### config.mk
export PLATFORM = sky130hd
export DESIGN_NAME = data_io_loader
export DESIGN_NICKNAME = d
export VERILOG_FILES = /design/src/rtl/data_io_loader.sv
export SDC_FILE = /design/constraint.sdc
export NUM_CORES = 1
export LEC_CHECK = 0
export ABC_CLOCK_PERIOD_IN_PS = 8400
export BUFFER_PORTS_ARGS = -buffer_cell sky130_fd_sc_hd__buf_2
export CAP_MARGIN = 20
export CELL_PAD_IN_SITES_DETAIL_PLACEMENT = 1
export CELL_PAD_IN_SITES_GLOBAL_PLACEMENT = 1
export CORE_ASPECT_RATIO = 1.2
export CORE_UTILIZATION = 30
export CTS_BUF_LIST = sky130_fd_sc_hd__clkbuf_16
export DETAILED_ROUTE_END_ITERATION = 12
export PLACE_DENSITY = 0.57
export SLEW_MARGIN = 15
export SYNTH_ARGS = -nofsm -noshare
export SYNTH_HDL_FRONTEND = slang
export SYNTH_SLANG_ARGS = --single-unit
### constraint.sdc
create_clock -name clk -period 8.4 [get_ports clk]
set_clock_uncertainty 0.2 [all_clocks]
set_input_delay 1.26 -clock clk [delete_from_list [all_inputs] [get_ports clk]]
set_output_delay 1.26 -clock clk [all_outputs]
set_load 0.01 [all_outputs]
### src/rtl/data_io_loader.sv
// IO-controller SPI download engine: decodes file-transfer commands, buffers
// memory writes in a small FIFO and runs a paced erase of a memory range.
module data_io_loader #(
  parameter int              AW           = 25,
  parameter int              FIFO_DEPTH   = 4,
  parameter logic [AW-1:0]   ROM_BASE     = 25'h200000,
  parameter logic [AW-1:0]   TAPE_BASE    = 25'h100000,
  parameter int              JMP_PATCH    = 1,
  parameter logic [AW-1:0]   ERASE_START  = 25'h1a0000,
  parameter logic [AW-1:0]   ERASE_END    = 25'h1c0000,
  parameter int              ERASE_DIV    = 32,
  parameter int              ERASE_ON_ROM = 1
) (
  input  logic          clk,
  input  logic          reset,
  input  logic          sck,
  input  logic          ss,
  input  logic          sdi,
  input  logic          force_erase,
  input  logic          ready,
  output logic          downloading,
  output logic [AW-1:0] size,
  output logic [4:0]    index,
  output logic          wr,
  output logic [AW-1:0] a,
  output logic [7:0]    d,
  output logic          overflow,
  output logic [1:0]    erase_state
);

  localparam int PW = $clog2(FIFO_DEPTH);
  localparam int DW = (ERASE_DIV > 1) ? $clog2(ERASE_DIV) : 1;

  typedef enum logic [1:0] {E_IDLE = 2'd0, E_WAIT = 2'd1, E_RUN = 2'd2} erase_state_t;

  // SPI synchronisers; sck keeps a third stage for edge detection
  logic [2:0] sck_q;
  logic [1:0] ss_q, sdi_q;
  always_ff @(posedge clk) begin
    if (reset) begin
      sck_q <= '0;
      ss_q  <= '0;
      sdi_q <= '0;
    end else begin
      sck_q <= {sck_q[1:0], sck};
      ss_q  <= {ss_q[0], ss};
      sdi_q <= {sdi_q[0], sdi};
    end
  end

  logic sck_rise, ss_s;
  assign sck_rise = sck_q[1] & ~sck_q[2];
  assign ss_s     = ss_q[1];

  // armed stays low after reset until ss is seen high, so a transfer cut by
  // reset is never reinterpreted with a shifted byte boundary
  logic       armed, have_cmd;
  logic [2:0] bit_cnt;
  logic [6:0] shift;
  logic [7:0] cmd, rx_byte;
  logic       data_stb;
  assign rx_byte  = {shift, sdi_q[1]};
  assign data_stb = armed && !ss_s && sck_rise && (bit_cnt == 3'd7) && have_cmd;

  always_ff @(posedge clk) begin
    if (reset) begin
      armed    <= 1'b0;
      have_cmd <= 1'b0;
      bit_cnt  <= '0;
      shift    <= '0;
      cmd      <= '0;
    end else if (ss_s) begin
      armed    <= 1'b1;
      have_cmd <= 1'b0;
      bit_cnt  <= '0;
    end else if (armed && sck_rise) begin
      shift   <= rx_byte[6:0];
      bit_cnt <= bit_cnt + 3'd1;
      if (bit_cnt == 3'd7 && !have_cmd) begin
        cmd      <= rx_byte;
        have_cmd <= 1'b1;
      end
    end
  end

  logic tx_start, tx_end, dat_stb, idx_stb;
  assign tx_start = data_stb && (cmd == 8'h53) && rx_byte[0];
  assign tx_end   = data_stb && (cmd == 8'h53) && !rx_byte[0];
  assign dat_stb  = data_stb && (cmd == 8'h54);
  assign idx_stb  = data_stb && (cmd == 8'h55);

  logic [AW-1:0] ptr;
  logic [1:0]    hdr_cnt;
  logic [7:0]    load_hi, load_lo;
  logic          dl;
  logic          patch;
  logic [AW-1:0] push_a;
  logic [7:0]    push_d;
  logic          payload;
  assign patch = (JMP_PATCH != 0) && (index != 5'd0) && (hdr_cnt != 2'd3);

  // tape header becomes a JP to the load address in the first three bytes
  always_comb begin
    push_a  = ptr;
    push_d  = rx_byte;
    payload = 1'b1;
    if (patch) begin
      payload = 1'b0;
      case (hdr_cnt)
        2'd0:    begin push_a = '0;     push_d = 8'hC3;   end
        2'd1:    begin push_a = AW'(1);                   end
        default: begin push_a = AW'(2); push_d = load_hi; end
      endcase
    end
  end

  logic [AW+7:0] mem [FIFO_DEPTH];
  logic [PW:0]   wp, rp;
  logic          empty, full, pop, push_ok;
  logic [AW+7:0] head;
  assign empty   = (wp == rp);
  assign full    = (wp[PW] != rp[PW]) && (wp[PW-1:0] == rp[PW-1:0]);
  assign pop     = !empty && ready;
  assign push_ok = dat_stb && (!full || pop);
  assign head    = mem[rp[PW-1:0]];

  always_ff @(posedge clk) begin
    if (push_ok) mem[wp[PW-1:0]] <= {push_a, push_d};
  end

  always_ff @(posedge clk) begin
    if (reset) begin
      wp       <= '0;
      rp       <= '0;
      ptr      <= '0;
      size     <= '0;
      hdr_cnt  <= '0;
      load_hi  <= '0;
      load_lo  <= '0;
      dl       <= 1'b0;
      index    <= '0;
      overflow <= 1'b0;
    end else begin
      if (pop) rp <= rp + 1'b1;
      if (push_ok) wp <= wp + 1'b1;
      if (dat_stb && !push_ok) overflow <= 1'b1;
      if (push_ok && payload) size <= size + 1'b1;
      if (dat_stb) begin
        if (patch) begin
          hdr_cnt <= hdr_cnt + 2'd1;
          case (hdr_cnt)
            2'd0:    load_hi <= rx_byte;
            2'd1:    load_lo <= rx_byte;
            default: ptr     <= AW'({load_hi, load_lo});
          endcase
        end else begin
          ptr <= ptr + 1'b1;
        end
      end
      if (tx_start) begin
        ptr     <= (index == 5'd0) ? ROM_BASE : TAPE_BASE;
        size    <= '0;
        hdr_cnt <= '0;
        dl      <= 1'b1;
      end
      if (tx_end) dl <= 1'b0;
      if (idx_stb) index <= rx_byte[4:0];
    end
  end

  erase_state_t  state, next_state;
  logic [AW-1:0] erase_addr;
  logic [DW-1:0] div_cnt;
  logic          force_q, erase_req, erase_wr, erase_acc;
  assign erase_req = (tx_end && (ERASE_ON_ROM != 0) && (index == 5'd0)) ||
                     (force_erase && !force_q);
  assign erase_wr  = (state == E_RUN) && (div_cnt == '0) && empty;
  assign erase_acc = erase_wr && ready;

  always_comb begin
    next_state = state;
    case (state)
      E_IDLE: if (erase_req) next_state = E_WAIT;
      E_WAIT: if (!dl && empty) next_state = E_RUN;
      E_RUN: begin
        if (tx_start) next_state = E_IDLE;
        else if (erase_acc && erase_addr == ERASE_END) next_state = E_IDLE;
      end
      default: next_state = E_IDLE;
    endcase
  end

  always_ff @(posedge clk) begin
    if (reset) begin
      state      <= E_IDLE;
      force_q    <= 1'b0;
      erase_addr <= '0;
      div_cnt    <= '0;
    end else begin
      state   <= next_state;
      force_q <= force_erase;
      if (state == E_WAIT && next_state == E_RUN) begin
        erase_addr <= ERASE_START;
        div_cnt    <= '0;
      end else if (state == E_RUN) begin
        if (erase_acc) begin
          erase_addr <= erase_addr + 1'b1;
          div_cnt    <= DW'(ERASE_DIV - 1);
        end else if (div_cnt != '0) begin
          div_cnt <= div_cnt - 1'b1;
        end
      end
    end
  end

  assign wr          = !empty || erase_wr;
  assign a           = !empty ? head[AW+7:8] : (erase_wr ? erase_addr : '0);
  assign d           = !empty ? head[7:0] : 8'h00;
  assign downloading = dl || (state != E_IDLE) || !empty;
  assign erase_state = state;

endmodule

# Word level (Yosys, flattened, before mapping)
# Memory sizes are Yosys's and may differ from the RTL's. A register that Yosys moved wholly into a read port is not among the register bits.
# Cells that the tools add are included.
# W data, S select, Z words.
[word_totals] output_inout_bits=68 reg_bits=141 memories=1 ram_bits=132 wordCells=140 inputBits=7
[mem_list] memory="mem" words=4 word_bits=33 read_ports=1 rd_ports_with_merged_regs=1 write_ports=1 line="117" source="logic [AW+7:0] mem [FIFO_DEPTH];"
[op_classes] n_reduce_logical=64 bitwise=3 eq_ne=14 mux=27 addsub=8
[ops] cell="$mux W25" n=7
[ops] cell="$add A25 B1 Y25 const B" n=3
[ops] cell="$mux W21" n=3
[ops] cell="$eq A25 B21 Y1 const B" n=1
[ops] cell="$logic_and A1 B1 Y1" n=25
[ops] cell="$eq A8 B7 Y1 const B" n=3
[ops] cell="$mux W22" n=1
[ops] cell="$mux W8" n=2
[ops] cell="$pmux W8 S2" n=1
[ops] cell="$reduce_and A2 Y1" n=7
[ops] cell="$mux W2" n=6
[ops] cell="$logic_not A5 Y1" n=2
[ops] cell="$mux W5" n=2
[ops] cell="$reduce_bool A2 Y1" n=5
[ops] cell="$reduce_bool A5 Y1" n=2
[ops] cell="$reduce_or A2 Y1" n=5
[ops] cell="$add A3 B1 Y3 const B" n=3
[ops] cell="$reduce_and A3 Y1" n=3
[ops] cell="$logic_not A1 Y1" n=8
[ops] cell="$pmux W2 S3" n=1
[ops] cell="$logic_or A1 B1 Y1" n=5
[ops] cell="$sub A5 B1 Y5 const B" n=1
[ops] cell="$eq A2 B1 Y1 const B" n=2
[ops] cell="$eq A2 B2 Y1 const B" n=2
[ops] cell="12 further kinds" n=16

# Logic depth before layout (Yosys ltp)
# Gate-level depths: netlist (run 1).
[logic_depth] word_depth=15 mapped_depth=9 ltp_nobuf=7

# Worst setup path after synthesis (run 1)
# OpenSTA, ideal clock, no wires.
[synth_path] kind="input to register" from="input ready" to="memory mem[0][0] (netlist bit), enable pin" path_buffers=1 setup_time_ps=410 path_stages=4 path_slack_ps=5061 t_arrival_ps=2729 t_required_ps=7790 cell_sequence="nor4_1 -> clkbuf_1 -> nor3_1 -> and2_1"
[synth_via] elab_chain_len=5
[synth_rtl] element="start, declared" line="20" source="input logic ready,"
[synth_rtl] element="$logic_and A1 B1 Y1" line="123" source="assign pop = !empty && ready;"
[synth_rtl] element="$logic_or A1 B1 Y1" line="124" source="assign push_ok = dat_stb && (!full || pop);"
[synth_rtl] element="$logic_and A1 B1 Y1" line="124"
[synth_rtl] element="$mux W1" line="128" source="if (push_ok) mem[wp[PW-1:0]] <= {push_a, push_d};"
[synth_rtl] element="$mux W1 (not written as such)" line="128"
[synth_rtl] element="end, declared" line="117"
# No other way between the ends.

# Worst setup path after layout (run 1)
[layout_path] from="register rp[2]" to="output a[10]"
[layout_via] elab_chain_len=4
[layout_rtl] element="start, declared" line="118" source="logic [PW:0] wp, rp;"
[layout_rtl] element="start signal, assigned" line="144" source="if (pop) rp <= rp + 1'b1;"
[layout_rtl] element="$eq A3 B3 Y1 *" line="121" source="assign empty = (wp == rp);"
[layout_rtl] element="$logic_and A1 B1 Y1" line="177" source="assign erase_wr = (state == E_RUN) && (div_cnt == '0) && empty;"
[layout_rtl] element="$mux W25" line="217" source="assign a = !empty ? head[AW+7:8] : (erase_wr ? erase_addr : '0);"
[layout_rtl] element="$mux W25 *" line="217"
[layout_rtl] element="end, declared" line="25" source="output logic [AW-1:0] a,"
# Every way passes the cells marked *; elsewhere a longest branch is shown, timed or not.

==> results of run 1 <==
[path summary, 6_finish.rpt]
path	startpoint	endpoint	slack, ps	cells after the start
worst max-delay path	rp[2]$_SDFFE_PP0P_	a[10]	4100	4
worst max register to register	bit_cnt[0]$_SDFFE_PP0P_	mem[3][30]$_DFFE_PP_	4940	7
worst min register to register	sdi_q[0]$_SDFF_PP0_	sdi_q[1]$_SDFF_PP0_	240	1
worst min-delay path	sdi_q[0]$_SDFF_PP0_	sdi_q[1]$_SDFF_PP0_	240	1
[kinds of logic (layout without fill, tap and decap cells)]
logic type	Yosys count	count (layout)	share of synthesized area [%]
xor gates and xnor gates	32	32	2.27
AOI/OAI and AO/OA	178	178	8.72
muxes	68	68	8.86
and+or+nand+nor	483	483	20.7
DFF	275	275	55.2
adders and majority gates	16	16	1.62
buffers and inverters	81	167	2.67
[layout make-up]
class / instances / area [sq um]
Timing Repair Buffer: 90 / 490
Fill cell: 4530 / 26400
Sequential cell: 275 / 6830
Multi-Input combinational cell: 777 / 5250
Inverter: 19 / 71.3
Clock buffer: 34 / 851
Clock inverter: 24 / 178
Tap cell: 539 / 674
[through the flow]
step	power, mW	cells	setup slack [ps]	utilization, %	hold slack, ps
after floorplan	1.48	1133	5060	-	214
final	2.85	1758	4100	35.2	243
after detailed placement	1.50	1700	4540	32.7	229
after global placement	1.50	1700	4650	32.7	216
after global routing	2.94	1758	3810	35.2	247
after CTS	2.89	1758	4010	35.2	243
[power groups by stage]
stage	Sequential (mW)	Combinational (mW)	Clock, mW
2_1_floorplan	1.43	0.0448	0
3_3_place_gp	1.44	0.0660	0
3_5_place_dp	1.44	0.0666	0
4_1_cts	1.41	0.0667	1.41
5_1_grt	1.41	0.0719	1.46
6_report	1.41	0.0651	1.37
[worst register-to-register path, stage by stage (launching register included)]
cell	delay [ps]
dfxtp_1	350
ha_1	150
ha_1	180
nor2b_1	200
nand4_1	360
nor3_1	510
and2_1	770
buf_4	410
[routing by layer]
| metal | vias to the layer above | track usage, % |
|---|---|---|
| met4 | 0 | 7.03 |
| met1 | 4560 | 20.1 |
| met5 | - | 0 |
| met2 | 159 | 27.9 |
| li1 | 4362 | - |
| met3 | 62 | 2.39 |
[sequential cells by signal, indices dropped and copies added (netlist names), 2 cells and up, named ones only]
signal / count
load_lo: 8
load_hi: 8
index: 5
shift: 7
bit_cnt: 3
hdr_cnt: 2
size: 25
cmd: 8
ptr: 25
ss_q: 2
rp: 3
sck_q: 3
erase_addr: 25
erase_state: 2
div_cnt: 5
sdi_q: 2
mem: 132
wp: 3
[layout by cell type (no fill, tap or decap), types with 4 or more instances in the layout]
master | Yosys | routed
nor2b_1 | 12 | 12
o31ai_1 | 24 | 24
nor3_1 | 18 | 17
and2_1 | 36 | 36
inv_1 | 19 | 24
nand3_1 | 65 | 64
buf_4 | 0 | 16
nor4_2 | 7 | 9
dfxtp_1 | 143 | 142
a21oi_1 | 74 | 73
a31oi_1 | 6 | 6
buf_2 | 3 | 74
clkinv_2 | 0 | 6
o211ai_1 | 9 | 9
mux4_2 | 33 | 33
edfxtp_1 | 132 | 132
or4_1 | 22 | 22
a311oi_1 | 4 | 4
mux2i_1 | 33 | 33
ha_1 | 16 | 16
o21ai_0 | 37 | 37
nand2_1 | 138 | 138
or2_2 | 5 | 5
nand4_1 | 22 | 22
and3_1 | 5 | 5
nor3_2 | 3 | 4
xnor2_1 | 25 | 25
o22a_1 | 4 | 4
xor2_1 | 7 | 7
clkinv_1 | 0 | 7
and4_1 | 9 | 9
nor4_1 | 24 | 22
or3_1 | 15 | 15
clkbuf_16 | 0 | 34
nor3b_1 | 7 | 7
nor2_1 | 78 | 78
==> results.md, run 1 <==
* Placed cell areas at 13300 sq um
* Net Count, Synth at approximately 1200
* Deepest clock path buffer count at 3
* WP buf/inv at 1
* Cell count after synthesis at around 1100
* Worst-path clk slew at roughly 60 ps
* Register area share after synthesis at 55.2%
* Post-route cell area at roughly 14000 sq um
* Switching share of total power at 22.0%
* Count of pins over their slew limit at 0
* Port Buf Inserts at 74
* Die Footprint at 42000 sq um
* Routed length on met3 at between 1 and 1.5 mm
* GRT overflow at 0
* CP Launch Type: flip-flop
* Top_reg_cell synth: dfxtp_1
* Largest cells by area after synthesis: edfxtp_1 (32%), dfxtp_1 (23%), mux4_2 (6.0%), nand2_1 (4.2%), a21oi_1 (3.0%)
* VDD IR max at 0.146 mV
* NetSw at ~0.63 mW
* Core footprint at between 40000 and 50000 sq um
* Post_cts resized at 0
* Final #Nets at between 1000 and 1500
* Unrepaired setup endpoints after global routing: false
* Setup TNS at 0 ps
* Worst Path Max Fanout at between 40 and 50
* Final hold viol count at 0
* CTS sink cnt at around 280
* Mean post-synth cell area at around 11 sq um
* N_diodes at 0
* Relative slew slack at between 20% and 30%
* Sequential share of power at 49.5%
* Min Tclk post-route at 4300 ps
* DP HPWL at ~23 mm
* Area share of the largest cell type after synthesis at between 30% and 40%
* Final Cycle Share at 51.2%
* EDFF count, synth at 132
* Drc violations at 0
* Comb pwr share at 2.3%
* Area leader, netlist: edfxtp_1
* Top cells by count, synth: dfxtp_1 (143), nand2_1 (138), edfxtp_1 (132)
* Vias at 9143
* Worst slew pin tran at approximately 1100 ps
* Post-CTS setup buffers at 0
* Most frequent cell after synthesis: dfxtp_1
* Antenna viol nets, final at 0
* Endpoint class of the critical path: output pin
* Worst Path Arrival at between 2000 and 3000 ps
* Leak at 5.11 nW
* Drt wl/cell at about 19 um
* CP Class: reg2out
* TritonCTS Buffers at 34
* Die X at approximately 190 um
* Largest net degree at the start of global routing at 47
* Crit-path cells: xnor2_1 > nand3_2 > o31ai_1 > buf_2
* Clock Power Share at about half
* CP top delay family: simple AND/OR/NAND/NOR gates
* Power Density at between 150 and 200 nW/um^2
* Initial antenna violation count at 0
* Layout area overhead at 16.0%
* Placer Congestion at slightly below 0.8
* Setup Viol. Count Final at 0
* GR Util All Layers at 16.2%
* Max capacitance violation total at 0
* Hold Crit Class: reg2reg
* Layout cells sized above 1 at between 10% and 20%
* Wl on met1 at between 15 and 20 mm
* Synthesized cell area at ~12000 sq um
* Initial DRC count at 383
* DR vias/cell at 5.20
* Critical Path RT at a little under 7000 ps
* Clock Latency Late Sink at 530 ps
* Vias in the first global route at between 9000 and 10000
* Clock root buffer: clkbuf_16
* Hold-fix buffers, CTS at 0
* I/O pin count at between 70 and 80
* Drt total wl at 34.0 mm
* Slowest stage delay, CP at 840 ps
* TritonCTS clock tree: built
* Metal2 WL at ~16 mm
* Synth warn at 0
* Die Height at 224 um
* Distinct cells, synth at between 60 and 70
* H-tree depth at 2
* CP max-delay cell: nand3_2
* TritonRoute pass-1 iters at 4
* Number of synthesized register bits at roughly 280
* Int Pwr at roughly 2.2 mW
* Top Layer Used: met4
* Std-Cell Rows at 81
* Achievable frequency at approximately 230 MHz
* Post-synth ARST share at 0%
* First-pass GRT wire length at 53.2 mm
* Starting Density at between 30% and 40%
* Status: complete, no violations
No activity file was read; power rests on OpenSTA's default activity.
==> run 2: changes to the inputs <==
--- a/config.mk
+++ b/config.mk
@@ -5,7 +5,7 @@
 export SDC_FILE = /design/constraint.sdc
 export NUM_CORES = 1
 export LEC_CHECK = 0
-export ABC_CLOCK_PERIOD_IN_PS = 8400
+export ABC_CLOCK_PERIOD_IN_PS = 3700
 export BUFFER_PORTS_ARGS = -buffer_cell sky130_fd_sc_hd__buf_2
 export CAP_MARGIN = 20
 export CELL_PAD_IN_SITES_DETAIL_PLACEMENT = 1
@@ -14,7 +14,7 @@
 export CORE_UTILIZATION = 30
 export CTS_BUF_LIST = sky130_fd_sc_hd__clkbuf_16
 export DETAILED_ROUTE_END_ITERATION = 12
-export PLACE_DENSITY = 0.57
+export PLACE_DENSITY = 0.59
 export SLEW_MARGIN = 15
 export SYNTH_ARGS = -nofsm -noshare
 export SYNTH_HDL_FRONTEND = slang
==> constraint.sdc (replaced) <==
create_clock -name clk -period 3.7 [get_ports clk]
set_clock_uncertainty 0.2 [all_clocks]
set_input_delay 0.555 -clock clk [delete_from_list [all_inputs] [get_ports clk]]
set_output_delay 0.555 -clock clk [all_outputs]
set_load 0.01 [all_outputs]
==> run 2 against run 1 <==
Power grew 140%; combinational power grew 150%; clock power grew to 2.6 times the previous value; critical endpoint unchanged; non-clock buffer count grew 12; first-iteration DRC count grew 1.8%; via count grew 0.42%; utilization grew 0.76 points; critical path type unchanged; cell area grew 2.1%; count of clock-buffer cells in the layout grew 3.
==> results.md, run 2 (synthesized netlist as in run 1, its figures left out) <==
* Status: complete, no violations
* Max capacitance violation total at 0 (unchanged)
* Placer Congestion at 0.800 (+4.0%)
* Worst slew pin tran at 969 ps (-149 ps)
* WP buf/inv at 2 (+1)
* First-pass GRT wire length at 54.7 mm (+2.7%)
* TritonCTS Buffers at 35 (+2.9%)
* Die Footprint at 42000 sq um (unchanged)
* DP HPWL at 23.2 mm (+1.2%)
* Endpoint class of the critical path: output pin
* Vias at 9181 (+0.42%)
* Hold Crit Class: in2reg
* Final #Nets at 1233 (+1.1%)
* Hold WS at 41.7 ps (-202 ps)
* Port Buf Inserts at 74 (unchanged)
* Worst-path clk slew at 60 ps (about the same)
* GR Util All Layers at 16.4% (+0.23 points)
* Met1 usage at 20.7% (+0.64 points)
* Final Cycle Share at between 90% and 100%
* I/O pin count at 75 (unchanged)
* Starting Density at 30.4% (unchanged)
* Std-Cell Rows at 81 (unchanged)
* Antenna viol nets, final at 0 (unchanged)
* Fin util at 36.0% (+0.76 points)
* Met2 usage at 28.2% (+0.34 points)
* Worst Path Max Fanout at 31 (-30%)
* RR Startpoint: index[0]$_SDFFE_PP0P_
* CP top delay family: buffers and inverters
* Initial DRC count at 390 (+1.8%)
* Core footprint at 40700 sq um (unchanged)
* Commonest non-fill, non-tap cell in the layout: dfxtp_1
* Worst hold start: sck
* Drt wl/cell at 19.0 um (-1.6%)
* Unrepaired setup endpoints after global routing: false
* Layout area overhead at 18.5%
* Grt peak-use layer: met2
* Fillcell total at 4579 (+1.1%)
* Max reg flops at 132 (unchanged)
* TritonRoute pass-1 iters at 5 (+1)
* Relative slew slack at 35.4% (+10 points)
* CP Launch Type: flip-flop
* Deepest clock path buffer count at 3 (unchanged)
* Die Height at 224 um (unchanged)
* H-tree depth at 2 (unchanged)
* DR vias/cell at 5.17 (-0.60%)
* GRT overflow at 0 (unchanged)
* Crit-path cells: xnor2_1 > nand3_1 > buf_4 > o31ai_1 > buf_2
* WHS Endpoint: sck_q[0]$_SDFF_PP0_
* Post-CTS setup buffers at 0 (unchanged)
* Die X at 187 um (unchanged)
* CP max-delay cell: nand3_1
* CTS sink cnt at 275 (unchanged)
* Vias in the first global route at 9593 (+2.7%)
* Largest net degree at the start of global routing at 46 (-2.1%)
* RR Endpoint: size[15]$_SDFFE_PP0P_
* Flop2flop setup slack at 700 ps (-4240 ps)
* Hold Path Depth at 2 (+1)
* Count of pins over their slew limit at 0 (unchanged)
* Total power at 6.96 mW (+140%)
* Critical Path RT at 2940 ps (-4000 ps)
* Placed cell areas at 13400 sq um (+0.72%)
* Worst R2R Path Depth at 5 (-2)
* Worst Path Arrival at 2660 ps (-180 ps)
* N_diodes at 0 (unchanged)
* Slowest stage delay, CP at 510 ps (-330 ps)
* CP Class: reg2out
* VDD IR max at 0.311 mV (+110%)
* Drc violations at 0 (unchanged)
* TritonCTS clock tree: built
* Leak at 5.26 nW (+2.8%)
* Min Tclk post-route at between 3000 and 4000 ps
* Drt total wl at 33.8 mm (-0.60%)
* Post_cts resized at 0 (unchanged)
* Setup TNS at 0 ps (unchanged)
* Final hold viol count at 0 (unchanged)
* Power Density at 475 nW/um^2 (+140%)
* Most frequent cells in the layout: dfxtp_1 (142), nand2_1 (138), edfxtp_1 (132)
* Initial antenna violation count at 1 (+1)
* Clock Latency Late Sink at 530 ps (about the same)
* Clock root buffer: clkbuf_16
* Met3 Resource Use GR at 2.42% (+0.031 points)
* Achievable frequency at about 290 MHz
* Layout cells sized above 1 at 17.6% (+1.4 points)
* Post-route cell area at 14700 sq um (+2.1%)
* Setup Viol. Count Final at 0 (unchanged)
* Hold-fix buffers, CTS at 0 (unchanged)
-- run 2: worst max path at each step --
stage                                  from                   to  cells past startpoint
floorplan           bit_cnt[0]$_SDFFE_PP0P_  mem[3][0]$_DFFE_PP_                      6
global placement         wp[1]$_SDFFE_PP0P_                 a[9]                      5
detailed placement       wp[1]$_SDFFE_PP0P_                 a[9]                      5
CTS                      rp[2]$_SDFFE_PP0P_                 a[9]                      5
global route             wp[1]$_SDFFE_PP0P_                a[13]                      5
finish                   rp[2]$_SDFFE_PP0P_                a[10]                      5
-- run 2: where the power goes --
part	leakage (nW)	switching (mW)	internal, mW	total (mW)
sequential	2.46	0.0173	3.18	3.19
clock	0.616	1.36	2.24	3.60
combinational	2.18	0.110	0.0502	0.160
-- run 2: area by class of cell --
class	instances	area [sq um]	share of cell area, %
tap	539	674	4.60
sequential	275	6830	46.6
multi-input combinational	777	5240	35.8
timing repair buffer	102	603	4.12
clock buffer	37	926	6.32
clock inverter	27	309	2.11
inverter	19	71.3	0.487
-- run 2: worst register-to-register path: stages, from the launching register on --
cell and delay, ps:
dfxtp_1 330, nor3_2 530, a22oi_1 450, or4_4 700, or4_1 580, a21oi_1 140
-- run 2: layer usage --
| layer | part of all wire [%] | vias up | routed length, um |
|---|---|---|---|
| li1 | - | 4392 | - |
| met1 | 44 | 4570 | 15000 |
| met2 | 49 | 166 | 16500 |
| met3 | 3.6 | 53 | 1230 |
| met4 | 3.0 | 0 | 1030 |
| met5 | 0 | - | 0 |
-- run 2: through the flow --
step                      instances  worst slack, ps
after floorplan                1133             1020
after global placement         1711              803
after detailed placement       1711              753
after CTS                      1775              175
after global routing           1776             23.6
final                          1776              283
==> run 3: changes to the inputs <==
--- a/config.mk
+++ b/config.mk
@@ -8,13 +8,11 @@
 export ABC_CLOCK_PERIOD_IN_PS = 3700
 export BUFFER_PORTS_ARGS = -buffer_cell sky130_fd_sc_hd__buf_2
 export CAP_MARGIN = 20
-export CELL_PAD_IN_SITES_DETAIL_PLACEMENT = 1
-export CELL_PAD_IN_SITES_GLOBAL_PLACEMENT = 1
 export CORE_ASPECT_RATIO = 1.2
-export CORE_UTILIZATION = 30
+export CORE_UTILIZATION = 55
 export CTS_BUF_LIST = sky130_fd_sc_hd__clkbuf_16
 export DETAILED_ROUTE_END_ITERATION = 12
-export PLACE_DENSITY = 0.59
+export PLACE_DENSITY = 0.8
 export SLEW_MARGIN = 15
 export SYNTH_ARGS = -nofsm -noshare
 export SYNTH_HDL_FRONTEND = slang
==> run 3 against run 2 <==
Flip-flop and latch count unchanged; wire length fell by 18%; sequential share of layout area rose by 2.7 points; via count is 0.19% higher; global-route usage is 7.9 points higher; count of clock-buffer cells in the layout decreased by 10; critical path depth up 2; utilization grew 27 points; combinational power decreased by 11%; clock power fell by 30%.
==> results.md, run 3 (synthesized netlist as in run 1, its figures left out) <==
* Met2 usage at 41.9% (+14 points)
* GRT overflow at 0 (unchanged)
* Status: complete, no violations
* CTS sink cnt at 275 (unchanged)
* Critical Path RT at 2940 ps (about the same)
* Port Buf Inserts at 74 (unchanged)
* Achievable frequency at 310 MHz (+6.0%)
* Leak at 5.06 nW (-3.8%)
* Post_cts resized at 0 (unchanged)
* Starting Density at 56.6% (+26 points)
* Clock root buffer: clkbuf_16
* Hold-fix buffers, CTS at 0 (unchanged)
* Worst Path Max Fanout at 19 (-39%)
* Worst Path Arrival at 2470 ps (-190 ps)
* Commonest non-fill, non-tap cell in the layout: dfxtp_1
* I/O pin count at 75 (unchanged)
* Setup TNS at 0 ps (unchanged)
* Std-Cell Rows at 59 (-27%)
* TritonCTS clock tree: built
* Layout area overhead at 12.0%
* N_diodes at 0 (unchanged)
* Vias at 9198 (+0.19%)
* Min Tclk post-route at 3220 ps (-192 ps)
* Die Height at 166 um (-26%)
* Die X at 139 um (-26%)
* Unrepaired setup endpoints after global routing: false
* Final hold viol count at 0 (unchanged)
* Max reg flops at 132 (unchanged)
* Vias in the first global route at 8755 (-8.7%)
* Drt wl/cell at 18.6 um (-2.0%)
* Setup Viol. Count Final at 0 (unchanged)
* Total power at 5.87 mW (-16%)
* Count of pins over their slew limit at 0 (unchanged)
* CP Class: reg2out
* Post-CTS setup buffers at 0 (unchanged)
* TritonRoute pass-1 iters at 7 (+2)
* Max capacitance violation total at 0 (unchanged)
* Worst slew pin tran at 960 ps (-8.65 ps)
* Largest net degree at the start of global routing at 56 (+22%)
* Worst-path clk slew at 60 ps (about the same)
* Final Cycle Share at 87.1% (-5.2 points)
* Met3 Resource Use GR at 2.97% (+0.55 points)
* Die Footprint at 23100 sq um (-45%)
* Initial DRC count at 753 (+93%)
* TritonCTS Buffers at 27 (-23%)
* Met1 usage at 31.4% (+11 points)
* Initial antenna violation count at 0 (-1)
* Antenna viol nets, final at 0 (unchanged)
* DR vias/cell at 6.17 (+19%)
* Placer Congestion at 0.960 (+20%)
* Deepest clock path buffer count at 3 (unchanged)
* Relative slew slack at 35.4% (about the same)
* Clock Latency Late Sink at 530 ps (about the same)
* Endpoint class of the critical path: output pin
* Drt total wl at 27.8 mm (-18%)
* Hold Crit Class: in2reg
* Grt peak-use layer: met2
* First-pass GRT wire length at 45.3 mm (-17%)
* GR Util All Layers at 24.3% (+7.9 points)
* DP HPWL at 18.6 mm (-20%)
* VDD IR max at 0.421 mV (+35%)
* CP Launch Type: flip-flop
* Layout cells sized above 1 at 15.6% (-2.0 points)
* Final #Nets at 1220 (-1.1%)
* Drc violations at 0 (unchanged)
* Most frequent cells in the layout: dfxtp_1 (142), nand2_1 (138), edfxtp_1 (132)
* Power Density at 424 nW/um^2 (-11%)
* H-tree depth at 1 (-1)
* Core footprint at 21900 sq um (-46%)
## run 3: cell types whose count changed in the layout (fill, tap and decap cells not counted), sizes merged
cell      before  now
clkinvlp       3    0
bufinv         6    2
buf          102   97
clkbuf        37   27
clkinv        12    8
inv           25   31
## run 3: cell type report
| type | count | area, sq um |
|---|---|---|
| timing repair buffer | 97 | 556 |
| multi-input combinational | 777 | 5230 |
| inverter | 19 | 71.3 |
| sequential | 275 | 6830 |
| clock buffer | 27 | 676 |
| fill | 1683 | 8000 |
| tap | 274 | 343 |
| clock inverter | 22 | 144 |
## run 3: worst paths after layout
| check | from | to | slack (ps) | depth (start not counted) |
|---|---|---|---|---|
| worst min-delay path | ss | ss_q[0]$_SDFF_PP0_ | 50 | 2 |
| worst max register to register | cmd[2]$_SDFFE_PP0P_ | ptr[6]$_SDFFE_PP0P_ | 860 | 6 |
| worst min register to register | ss_q[0]$_SDFF_PP0_ | ss_q[1]$_SDFF_PP0_ | 240 | 1 |
| worst max-delay path | div_cnt[0]$_SDFFE_PP0P_ | a[18] | 480 | 7 |
## run 3: metal layers
layer / up-vias / routed length, um
li1: 4358 / -
met1: 4410 / 11600
met2: 363 / 13600
met3: 67 / 1680
met4: 0 / 846
met5: - / 0
## run 3: report_power, final
group	leakage (nW)	total, mW	switching (mW)	internal (mW)
clock	0.447	2.53	1.08	1.45
sequential	2.46	3.20	0.0230	3.18
combinational	2.15	0.142	0.0960	0.0456
total	5.06	5.87	1.20	4.68
## run 3: worst max-delay path, stage by stage, from the launching register on
cell and delay [ps]:
dfxtp_1 340, inv_1 90, ha_1 150, nor4b_4 280, and2_1 670, nand3_1 160, nand2_1 120, buf_2 130
## run 3: metrics by stage
step	utilization (%)	instances	setup slack [ps]	hold WS, ps	area, sq um
3_3_place_gp	59.6	1442	956	218	13000
6_report	63.4	1491	476	46.1	13800
3_5_place_dp	59.6	1442	909	225	13000
5_1_grt	63.4	1491	286	44.9	13800
2_1_floorplan	-	1133	1020	214	12400
4_1_cts	63.4	1491	481	28.0	13800
